--- config.mk ---
export PLATFORM = sky130hd
export DESIGN_NAME = regfile_wb_scheduler
export DESIGN_NICKNAME = d
export VERILOG_FILES = /design/src/rtl/regfile_sched_pkg.sv /design/src/rtl/lowest_two_picker.sv /design/src/rtl/regfile_wb_scheduler.sv
export SDC_FILE = /design/constraint.sdc
export NUM_CORES = 1
export LEC_CHECK = 0
export BUFFER_PORTS_ARGS = -buffer_cell sky130_fd_sc_hd__buf_2
export CORE_MARGIN = 3
export CORE_UTILIZATION = 35
export DETAILED_ROUTE_END_ITERATION = 16
export GPL_TIMING_DRIVEN = 0
export PLACE_DENSITY = 0.64
export REMOVE_ABC_BUFFERS = 1
export SYNTH_ARGS = -nofsm -noshare
export SYNTH_HDL_FRONTEND = slang
export SYNTH_HIERARCHICAL = 1
export SYNTH_SLANG_ARGS = --single-unit
--- constraint.sdc ---
create_clock -name clk -period 13.6 [get_ports clk]
set_clock_uncertainty 0.05 [all_clocks]
set_input_delay 0.68 -clock clk [delete_from_list [all_inputs] [get_ports clk]]
set_output_delay 0.68 -clock clk [all_outputs]
set_load 0.05 [all_outputs]
--- src/rtl/regfile_sched_pkg.sv ---
// regfile_sched_pkg
// Shared types and helpers for the register-file write-back scheduler.
//   schedState_t : scheduler FSM states (IDLE, DRAIN)
//   NUM_WR_PORTS : register-file write ports drained per cycle
//   MAX_SLOTS    : widest slot mask the helpers accept
//   popcount     : number of set bits in a slot mask
//   lowestSetBit : index of the lowest set bit (0 when the mask is empty)
package regfile_sched_pkg;

  typedef enum logic {
    IDLE  = 1'b0,
    DRAIN = 1'b1
  } schedState_t;

  localparam int NUM_WR_PORTS = 2;
  localparam int MAX_SLOTS    = 8;

  function automatic logic [3:0] popcount(input logic [MAX_SLOTS-1:0] m);
    logic [3:0] cnt;
    cnt = '0;
    for (int i = 0; i < MAX_SLOTS; i++) begin
      cnt = cnt + {3'b000, m[i]};
    end
    return cnt;
  endfunction

  function automatic logic [2:0] lowestSetBit(input logic [MAX_SLOTS-1:0] m);
    logic [2:0] idx;
    idx = '0;
    // Scan downwards so the last hit is the lowest index.
    for (int i = MAX_SLOTS - 1; i >= 0; i--) begin
      if (m[i]) idx = i[2:0];
    end
    return idx;
  endfunction

endpackage

--- src/rtl/lowest_two_picker.sv ---
// lowest_two_picker
// Purely combinational: picks the two lowest set bits of a slot mask.
//   mask   in  NUM_SLOTS  pending-slot mask
//   grant0 out NUM_SLOTS  one-hot lowest set bit (0 if mask empty)
//   grant1 out NUM_SLOTS  one-hot next-lowest set bit (0 if fewer than two)
//   valid0 out 1          grant0 is meaningful
//   valid1 out 1          grant1 is meaningful
module lowest_two_picker
  import regfile_sched_pkg::*;
#(
  parameter int NUM_SLOTS = 4
) (
  input  logic [NUM_SLOTS-1:0] mask,
  output logic [NUM_SLOTS-1:0] grant0,
  output logic [NUM_SLOTS-1:0] grant1,
  output logic                 valid0,
  output logic                 valid1
);

  logic [MAX_SLOTS-1:0] maskExt;
  logic [MAX_SLOTS-1:0] restExt;
  logic [MAX_SLOTS-1:0] grant0Ext;
  logic [MAX_SLOTS-1:0] grant1Ext;

  always_comb begin
    maskExt                = '0;
    maskExt[NUM_SLOTS-1:0] = mask;
    valid0    = |maskExt;
    grant0Ext = valid0 ? (MAX_SLOTS'(1) << lowestSetBit(maskExt)) : '0;
    // Remove the first winner, then pick again for the second port.
    restExt   = maskExt & ~grant0Ext;
    valid1    = |restExt;
    grant1Ext = valid1 ? (MAX_SLOTS'(1) << lowestSetBit(restExt)) : '0;
  end

  assign grant0 = grant0Ext[NUM_SLOTS-1:0];
  assign grant1 = grant1Ext[NUM_SLOTS-1:0];

endmodule

--- src/rtl/regfile_wb_scheduler.sv ---
// regfile_wb_scheduler
// Captures one VLIW bundle of slot results, drops WAW-shadowed slots (highest
// slot wins) and drains the survivors into a 2-write-port register file, two
// per cycle, lowest slot first. Issue is back-pressured until the last drain
// cycle, which may accept the next bundle without a bubble.
//   clk, reset         clock, synchronous active-high reset
//   flush              discard pending writes at the edge (grants still driven this cycle)
//   bundle_valid/ready issue handshake; accept = valid & ready & !flush
//   slot_wen/addr/data per-slot write requests, slot i at [i*W +: W]
//   wr0_*/wr1_*        write-port enable/address/data
//   wr_sel             per-register data select, bit r=1 -> reg r takes port 1
//   busy               pending writes exist (DRAIN)
module regfile_wb_scheduler
  import regfile_sched_pkg::*;
#(
  parameter int NUM_SLOTS = 4,
  parameter int ADDR_W    = 3,
  parameter int DATA_W    = 32
) (
  input  logic                        clk,
  input  logic                        reset,
  input  logic                        flush,
  input  logic                        bundle_valid,
  output logic                        bundle_ready,
  input  logic [NUM_SLOTS-1:0]        slot_wen,
  input  logic [NUM_SLOTS*ADDR_W-1:0] slot_addr,
  input  logic [NUM_SLOTS*DATA_W-1:0] slot_data,
  output logic                        wr0_en,
  output logic [ADDR_W-1:0]           wr0_addr,
  output logic [DATA_W-1:0]           wr0_data,
  output logic                        wr1_en,
  output logic [ADDR_W-1:0]           wr1_addr,
  output logic [DATA_W-1:0]           wr1_data,
  output logic [(1<<ADDR_W)-1:0]      wr_sel,
  output logic                        busy
);

  schedState_t           stateReg;
  logic [NUM_SLOTS-1:0]  pendMaskReg;
  logic [ADDR_W-1:0]     pendAddrReg [NUM_SLOTS];
  logic [DATA_W-1:0]     pendDataReg [NUM_SLOTS];

  logic [NUM_SLOTS-1:0]  filtMask;
  logic [NUM_SLOTS-1:0]  grant0;
  logic [NUM_SLOTS-1:0]  grant1;
  logic [NUM_SLOTS-1:0]  remaining;
  logic [MAX_SLOTS-1:0]  pendMaskExt;
  logic                  valid0;
  logic                  valid1;
  logic                  accept;

  // WAW filter: a slot survives only if no higher slot writes the same register.
  for (genvar gi = 0; gi < NUM_SLOTS; gi++) begin : gFilter
    logic shadowed;
    always_comb begin
      shadowed = 1'b0;
      for (int j = gi + 1; j < NUM_SLOTS; j++) begin
        if (slot_wen[j] && (slot_addr[j*ADDR_W +: ADDR_W] == slot_addr[gi*ADDR_W +: ADDR_W]))
          shadowed = 1'b1;
      end
    end
    assign filtMask[gi] = slot_wen[gi] & ~shadowed;
  end

  lowest_two_picker #(.NUM_SLOTS(NUM_SLOTS)) picker (
    .mask   (pendMaskReg),
    .grant0 (grant0),
    .grant1 (grant1),
    .valid0 (valid0),
    .valid1 (valid1)
  );

  always_comb begin
    pendMaskExt                = '0;
    pendMaskExt[NUM_SLOTS-1:0] = pendMaskReg;
  end

  // Ready in the last drain cycle lets the next bundle follow with no gap.
  assign bundle_ready = (stateReg == IDLE) || (popcount(pendMaskExt) <= 4'(NUM_WR_PORTS));
  assign accept       = bundle_valid & bundle_ready & ~flush;
  assign remaining    = pendMaskReg & ~(grant0 | grant1);
  assign busy         = (stateReg == DRAIN);

  // Output mux is driven from registers only, so it is stable across the
  // negedge at which the register file samples.
  always_comb begin
    wr0_en   = 1'b0;
    wr1_en   = 1'b0;
    wr0_addr = '0;
    wr1_addr = '0;
    wr0_data = '0;
    wr1_data = '0;
    wr_sel   = '0;
    if (stateReg == DRAIN) begin
      wr0_en = valid0;
      wr1_en = valid1;
      for (int i = 0; i < NUM_SLOTS; i++) begin
        if (grant0[i]) begin
          wr0_addr = wr0_addr | pendAddrReg[i];
          wr0_data = wr0_data | pendDataReg[i];
        end
        if (grant1[i]) begin
          wr1_addr = wr1_addr | pendAddrReg[i];
          wr1_data = wr1_data | pendDataReg[i];
        end
      end
      if (valid1) wr_sel[wr1_addr] = 1'b1;
    end
  end

  always_ff @(posedge clk) begin
    if (reset) begin
      stateReg    <= IDLE;
      pendMaskReg <= '0;
    end else if (flush) begin
      stateReg    <= IDLE;
      pendMaskReg <= '0;
    end else if (accept && (|filtMask)) begin
      // Accept only happens when the current drain finishes this cycle,
      // so overwriting the pending state loses nothing.
      stateReg    <= DRAIN;
      pendMaskReg <= filtMask;
      for (int i = 0; i < NUM_SLOTS; i++) begin
        pendAddrReg[i] <= slot_addr[i*ADDR_W +: ADDR_W];
        pendDataReg[i] <= slot_data[i*DATA_W +: DATA_W];
      end
    end else if (stateReg == DRAIN) begin
      pendMaskReg <= remaining;
      stateReg    <= (remaining == '0) ? IDLE : DRAIN;
    end
  end

endmodule
==> results of run 1 <==
==> flip-flops by register name, summed over array words and instances, names as in the netlist <==
| register | cells |
|---|---|
| pendMaskReg | 4 |
| pendDataReg | 128 |
| busy | 1 |
| pendAddrReg | 12 |
==> layout make-up <==
| class | count | area share (%) |
|---|---|---|
| Timing Repair Buffer | 249 | 16.41 |
| Tap cell | 260 | 3.604 |
| Clock inverter | 14 | 1.899 |
| Inverter | 4 | 0.1663 |
| Sequential cell | 145 | 47.71 |
| Multi-Input combinational cell | 301 | 25.46 |
| Clock buffer | 18 | 4.754 |
==> logic make-up (layout without fill, tap and decap cells) <==
| logic type | after synthesis | count (layout) | share of synthesized area [%] |
|---|---|---|---|
| AOI/OAI and AO/OA | 225 | 225 | 25.55 |
| buffers and inverters | 49 | 285 | 3.007 |
| adders and majority gates | 4 | 4 | 0.8488 |
| muxes | 3 | 3 | 0.4428 |
| other | 1 | 1 | 0.05530 |
| and+or+nand+nor | 49 | 49 | 4.170 |
| xor gates and xnor gates | 19 | 19 | 2.454 |
| DFF | 145 | 145 | 63.47 |
==> stage by stage <==
| step | worst slack (ps) | hold WS [ps] | utilization (%) | total power [uW] | std cells |
|---|---|---|---|---|---|
| 2_1_floorplan | 5871 | 478.7 | - | 573.6 | 450 |
| 3_3_place_gp | 3492 | 527.3 | 42.68 | 611.4 | 939 |
| 3_5_place_dp | 9268 | 564.2 | 44.60 | 618.6 | 959 |
| 4_1_cts | 9213 | 362.5 | 47.78 | 1091 | 991 |
| 5_1_grt | 9063 | 349.1 | 47.78 | 1124 | 991 |
| 6_report | 9280 | 386.1 | 47.78 | 1081 | 991 |
==> placed cells by master, fill, tap and decap left out, types with 6 or more instances in the layout <==
cell / count
a22oi_1: 136
clkbuf_16: 17
edfxtp_1: 140
buf_2: 229
nor2_1: 14
a21boi_0: 68
xnor2_1: 16
inv_6: 6
nand4_1: 6
==> critical path, stage by stage (launching register included) <==
cell      delay, ps
dfxtp_2         530
buf_12          280
nor2b_4         570
o21a_2          630
buf_16          240
a22o_1          150
a221oi_1         70
nand2b_1        280
nor2_1          130
buf_2           270
==> metal layers <==
layer	share of wire, %	GRT usage, %	vias to the layer above
met2	50	32.84	261
met4	2.3	6.553	0
li1	-	-	2454
met1	41	23.60	2711
met3	7.3	6.059	37
met5	0	0	-
==> power by group through the flow <==
stage | Clock (uW) | Sequential [uW] | Combinational, uW
2_1_floorplan | 0 | 533 | 40.3
3_3_place_gp | 0 | 537 | 74.6
3_5_place_dp | 0 | 532 | 86.3
4_1_cts | 482 | 523 | 86.7
5_1_grt | 505 | 525 | 94.8
6_report | 470 | 523 | 87.5
==> path summary, 6_finish.rpt <==
kind	endpoint	cells past startpoint	from	slack, ps
hold / removal	pendDataReg[1][3]$_DFFE_PP_	1	slot_data[35]	390
setup reg to reg	pendDataReg[0][17]$_DFFE_PP_	13	pendMaskReg[0]$_SDFFE_PP0P_	9290
setup / recovery	wr_sel[3]	9	pendMaskReg[0]$_SDFFE_PP0P_	9280
hold reg to reg	pendMaskReg[3]$_SDFFE_PP0P_	2	pendMaskReg[3]$_SDFFE_PP0P_	570
==> flow_metrics.env, run 1 <==
export IMPL_rows=50
export IMPL_drv_slew=0
export IMPL_crit_path_end_kind="output port"
export IMPL_worstPathMaxFanout=27
export IMPL_area_growth_pct=33.12
export IMPL_multi_input_comb_area_um2=2298
export IMPL_fin_setup_tns_ps=0
export IMPL_ys_warn_count=6
export IMPL_cts_resized=0
export IMPL_rsz0062_at_grt="false"
export IMPL_io_pins=230
export IMPL_ys_seq_area_share_pct=63.47
export IMPL_arrival_ps=3590
export IMPL_ys_ff_latch=145
export IMPL_final_seq_area_um2=4307
export IMPL_nNetsFinal=870
export IMPL_grt_max_degree=53
export IMPL_tightest_slew_ps=1064
export IMPL_critPathLaunchType="flip-flop"
export IMPL_powerDensity_nw_per_um2=119.7
export IMPL_clk_pin_slew_ps=60
export IMPL_drv_cap=0
export IMPL_hpwl_um=14430
export IMPL_swShare_pct=23.43
export IMPL_hold_viol_final=0
export IMPL_final_design_area_no_fill_um2=9027
export IMPL_synth_ff_type="edfxtp_1"
export IMPL_setup_viol=0
export IMPL_root_buffer="clkbuf_16"
export IMPL_final_period_utilization_pct=31.76
export IMPL_ctsHoldBuffers=0
export IMPL_post_cts_buffers=0
export IMPL_die_height_um=145.2
export IMPL_worstPathRequired_ps=12870
export IMPL_synthTopCellsByCount="140 x edfxtp_1, 136 x a22oi_1, 68 x a21boi_0, 33 x clkbuf_1, 16 x xnor2_1"
export IMPL_drt_first_pass_iters=5
export IMPL_yosysMostFrequentCell="edfxtp_1"
export IMPL_fillers=1727
export IMPL_relSlewSlack_pct=29.05
export IMPL_wl_per_cell_um=20.87
export IMPL_synthCells=495
export IMPL_drc=0
export IMPL_cts_tree="yes"
export IMPL_fmax_mhz=231.5
export IMPL_grt_pass1_vias=5946
export IMPL_synth_largest_area_cell="edfxtp_1"
export IMPL_drt_initial_drc_count=375
export IMPL_die_area_um2=21080
export IMPL_vdd_drop_max_mv=0.07088
export IMPL_fp_dieW_um=145.2
export IMPL_start_util_pct=35.89
export IMPL_portBuffers=229
export IMPL_dpl_cell_area_um2=8427
export IMPL_clk_latency_ps=410
export IMPL_ant_nets=0
export IMPL_hold_class="in2reg"
export IMPL_combPwrFrac_pct=8.1
export IMPL_synth_top_area_share_pct=61.99
export IMPL_power_leakage_uw=0.003222
export IMPL_clkPwrFrac_pct=43.5
export IMPL_drive_above_1_share_pct=40.63
export IMPL_totalWireLength_um=20680
export IMPL_clock_sinks=145
export IMPL_vias_per_cell=5.513
export IMPL_globalplace_congestion=0.7750
export IMPL_power_sequential_fraction_pct=48.4
export IMPL_netlist_area_um2=6782
export IMPL_grt_usage_pct=19.40
export IMPL_async_flop_share_pct=0
export IMPL_grt_overflow_total=0
export IMPL_htreeDepth=4
export IMPL_synth_edff_count=140
export IMPL_synth_cell_types=44
export IMPL_numCtsBuffers=17
export IMPL_synth_area_leaders="edfxtp_1 62%, a22oi_1 15%, a21boi_0 7.5%"
export IMPL_antenna_found_initial=0
export IMPL_synth_area_per_cell_um2=13.70
export IMPL_critical_path_class="reg2out"
export IMPL_cts_buffer_depth=2
export IMPL_post_route_min_period_ps=4320
export IMPL_diodes=0
export IMPL_grt_first_pass_wirelength_um=32230
export IMPL_core_area_um2=18890
export IMPL_switchingPower_uw=253.3
export IMPL_status="complete, no violations"
export IMPL_via_count=5463
export IMPL_p_int_uw=827.8
Power figures use the tool's default switching activity.
==> inputs of run 2 (changes only) <==
clock period = 4.31 ns   (was 13.6 ns; I/O delays follow)
==> run 2 against run 1 <==
Net effect: cell count grew 14%; critical path depth up 4; flip-flop and latch count is the same; power rose to 3.3 times the previous value; global-route usage rose by 1.7 points; sequential power rose to 3.2 times the previous value; worst hold slack got worse by 360 ps; cell area grew 16%; sequential share of layout area shrank 6.4 points; die area unchanged; worst setup slack worse by 8900 ps; highest routed layer unchanged.
==> flow_metrics.env, run 2 (synthesis results as in run 1) <==
export IMPL_status="complete, no violations"
export IMPL_grt_overflow_total=0
export IMPL_via_count=6059
export IMPL_grt_first_pass_wirelength_um=35290
export IMPL_power_sequential_fraction_pct=46.9
export IMPL_crit_family="adder cells"
export IMPL_crit_path_end_kind="flip-flop"
export IMPL_cts_tree="yes"
export IMPL_hpwl_um=14430
export IMPL_crit_path_start="pendMaskReg[0]$_SDFFE_PP0P_"
export IMPL_drive_above_1_share_pct=34.44
export IMPL_io_pins=230
export IMPL_multi_input_comb_area_um2=2298
export IMPL_slowest_stage="fa_1"
export IMPL_area_growth_pct=53.89
export IMPL_p_int_uw=2696
export IMPL_die_area_um2=21080
export IMPL_totalWireLength_um=22680
export IMPL_drv_cap=0
export IMPL_powerDensity_nw_per_um2=337.5
export IMPL_r2r_start="pendMaskReg[0]$_SDFFE_PP0P_"
export IMPL_hold_viol_final=0
export IMPL_grt_max_degree=53
export IMPL_combPwrFrac_pct=10.9
export IMPL_crit_cells=13
export IMPL_mostFrequentLayoutCell="buf_2"
export IMPL_die_height_um=145.2
export IMPL_fp_dieW_um=145.2
export IMPL_portBuffers=229
export IMPL_critical_path_class="reg2reg"
export IMPL_core_area_um2=18890
export IMPL_pre_cts_slack_ps=-22.20
export IMPL_final_design_area_no_fill_um2=10440
export IMPL_rr_worst_depth=13
export IMPL_vias_per_cell=5.357
export IMPL_root_buffer="clkbuf_16"
export IMPL_critPathLaunchType="flip-flop"
export IMPL_setup_viol=0
export IMPL_ant_nets=0
export IMPL_numCtsBuffers=17
export IMPL_clkPwrFrac_pct=42.3
export IMPL_worstPathMaxFanout=29
export IMPL_post_route_min_period_ps=3942
export IMPL_final_cell_mix="229 x buf_2, 140 x edfxtp_1, 137 x dlygate4sd3_1"
export IMPL_relSlewSlack_pct=28.50
export IMPL_drc=0
export IMPL_power_leakage_uw=0.003814
export IMPL_endpoint="pendDataReg[0][17]$_DFFE_PP_"
export IMPL_worstPathRequired_ps=4380
export IMPL_regMostFlops="pendDataReg"
export IMPL_timing_rr_end="pendDataReg[0][17]$_DFFE_PP_"
export IMPL_critical_path_buf_inv_count=6
export IMPL_largestRegisters="pendDataReg x128, pendAddrReg x12, pendMaskReg x4"
export IMPL_cts_buffer_depth=2
export IMPL_fin_ws_ps=367.6
export IMPL_rows=50
export IMPL_fillers=1561
export IMPL_antenna_found_initial=0
export IMPL_dpl_cell_area_um2=8427
export IMPL_globalplace_congestion=0.7750
export IMPL_final_period_utilization_pct=91.47
export IMPL_htreeDepth=4
export IMPL_wl_per_cell_um=20.05
export IMPL_start_util_pct=35.89
export IMPL_tightest_slew_ps=1072
export IMPL_grt_usage_pct=21.10
export IMPL_fmax_mhz=253.7
export IMPL_critPathMaxStageDelay_ps=550
export IMPL_largest_reg_flops=128
export IMPL_switchingPower_uw=826.2
export IMPL_diodes=0
export IMPL_nNetsFinal=1010
export IMPL_arrival_ps=4020
export IMPL_swShare_pct=23.46
export IMPL_drt_initial_drc_count=421
export IMPL_drt_first_pass_iters=5
export IMPL_hold_class="in2reg"
export IMPL_path_cells="buf_12 -> fa_1 -> ha_1 -> inv_1 -> ha_1 -> inv_1 -> o311ai_4 -> nand3_4 -> or3_4 -> a21oi_4 -> buf_12 -> buf_16 -> buf_16"
export IMPL_vdd_drop_max_mv=0.2264
export IMPL_clk_pin_slew_ps=60
export IMPL_drv_slew=0
export IMPL_rsz0062_at_grt="false"
export IMPL_power_uw=3522
export IMPL_grt_pass1_vias=6661
export IMPL_reg2reg_setup_slack_ps=370
export IMPL_final_seq_area_um2=4309
export IMPL_clock_sinks=145
export IMPL_clk_latency_ps=410
[run 2: cell count changes in the layout (fill, tap and decap cells not counted)]
cell           before  now
buf_12              5    6
buf_4               5    7
dfxtp_2             2    1
dfxtp_4             0    1
dlygate4sd3_1       0  137
[run 2: repair_timing]
| item | in CTS | in global routing |
|---|---|---|
| hold buffers | 137 | 0 |
| pin swaps | 0 | 1 |
| setup endpoints to repair | 23 | 23 |
| endpoints found under the hold margin | 137 | 0 |
| buffers inserted | 0 | 3 |
| gates resized for setup | 1 | 0 |
[run 2: power groups by stage]
stage | Clock [uW] | Sequential, uW | Combinational [uW]
after global routing | 1590 | 1660 | 410
after floorplan | 0 | 1680 | 127
final | 1490 | 1650 | 383
after CTS | 1520 | 1650 | 371
after detailed placement | 0 | 1680 | 272
after global placement | 0 | 1690 | 235
[run 2: metrics by stage]
| step | hold WS, ps | std cells | setup TNS, ps | util, % |
|---|---|---|---|---|
| 2_1_floorplan | 264.4 | 450 | -518630 | - |
| 3_3_place_gp | 341.5 | 939 | -993650 | 42.68 |
| 3_5_place_dp | 343.6 | 959 | -479.8 | 44.60 |
| 4_1_cts | 0.5320 | 1128 | 0 | 55.05 |
| 5_1_grt | 8.495 | 1131 | 0 | 55.24 |
| 6_report | 27.38 | 1131 | 0 | 55.24 |
[run 2: layout make-up]
cell class	instances	share of cell area, %
tap	260	3.117
multi-input combinational	301	22.02
timing repair buffer	389	27.67
clock inverter	14	1.642
sequential	145	41.29
clock buffer	18	4.112
inverter	4	0.1439
[run 2: worst min path at each step]
stage | start | endpoint | slack, ps | depth (start not counted)
after global placement | slot_data[122] | pendDataReg[3][26]$_DFFE_PP_ | 340 | 1
after CTS | slot_addr[11] | pendAddrReg[3][2]$_DFFE_PP_ | 0.5 | 1
after global routing | slot_addr[11] | pendAddrReg[3][2]$_DFFE_PP_ | 8 | 1
final | slot_addr[11] | pendAddrReg[3][2]$_DFFE_PP_ | 30 | 1
after floorplan | slot_addr[0] | pendAddrReg[0][0]$_DFFE_PP_ | 260 | 0
after detailed placement | slot_data[110] | pendDataReg[3][14]$_DFFE_PP_ | 340 | 1
[run 2: layer usage]
| layer | vias up | GRT usage [%] | wire length, um |
|---|---|---|---|
| li1 | 2733 | - | - |
| met1 | 3003 | 24.85 | 8736 |
| met2 | 291 | 37.28 | 11820 |
| met3 | 32 | 6.027 | 1679 |
| met4 | 0 | 6.695 | 442 |
| met5 | - | 0 | 0 |
[run 2: worst reg2reg max path: cells and delay by family (launching register included)]
kind                       cells  cell delay [ps]
DFF                            1              460
and+or+nand+nor                2              570
buffers and inverters          6              970
AOI/OAI and AO/OA              2              600
adders and majority gates      3              990
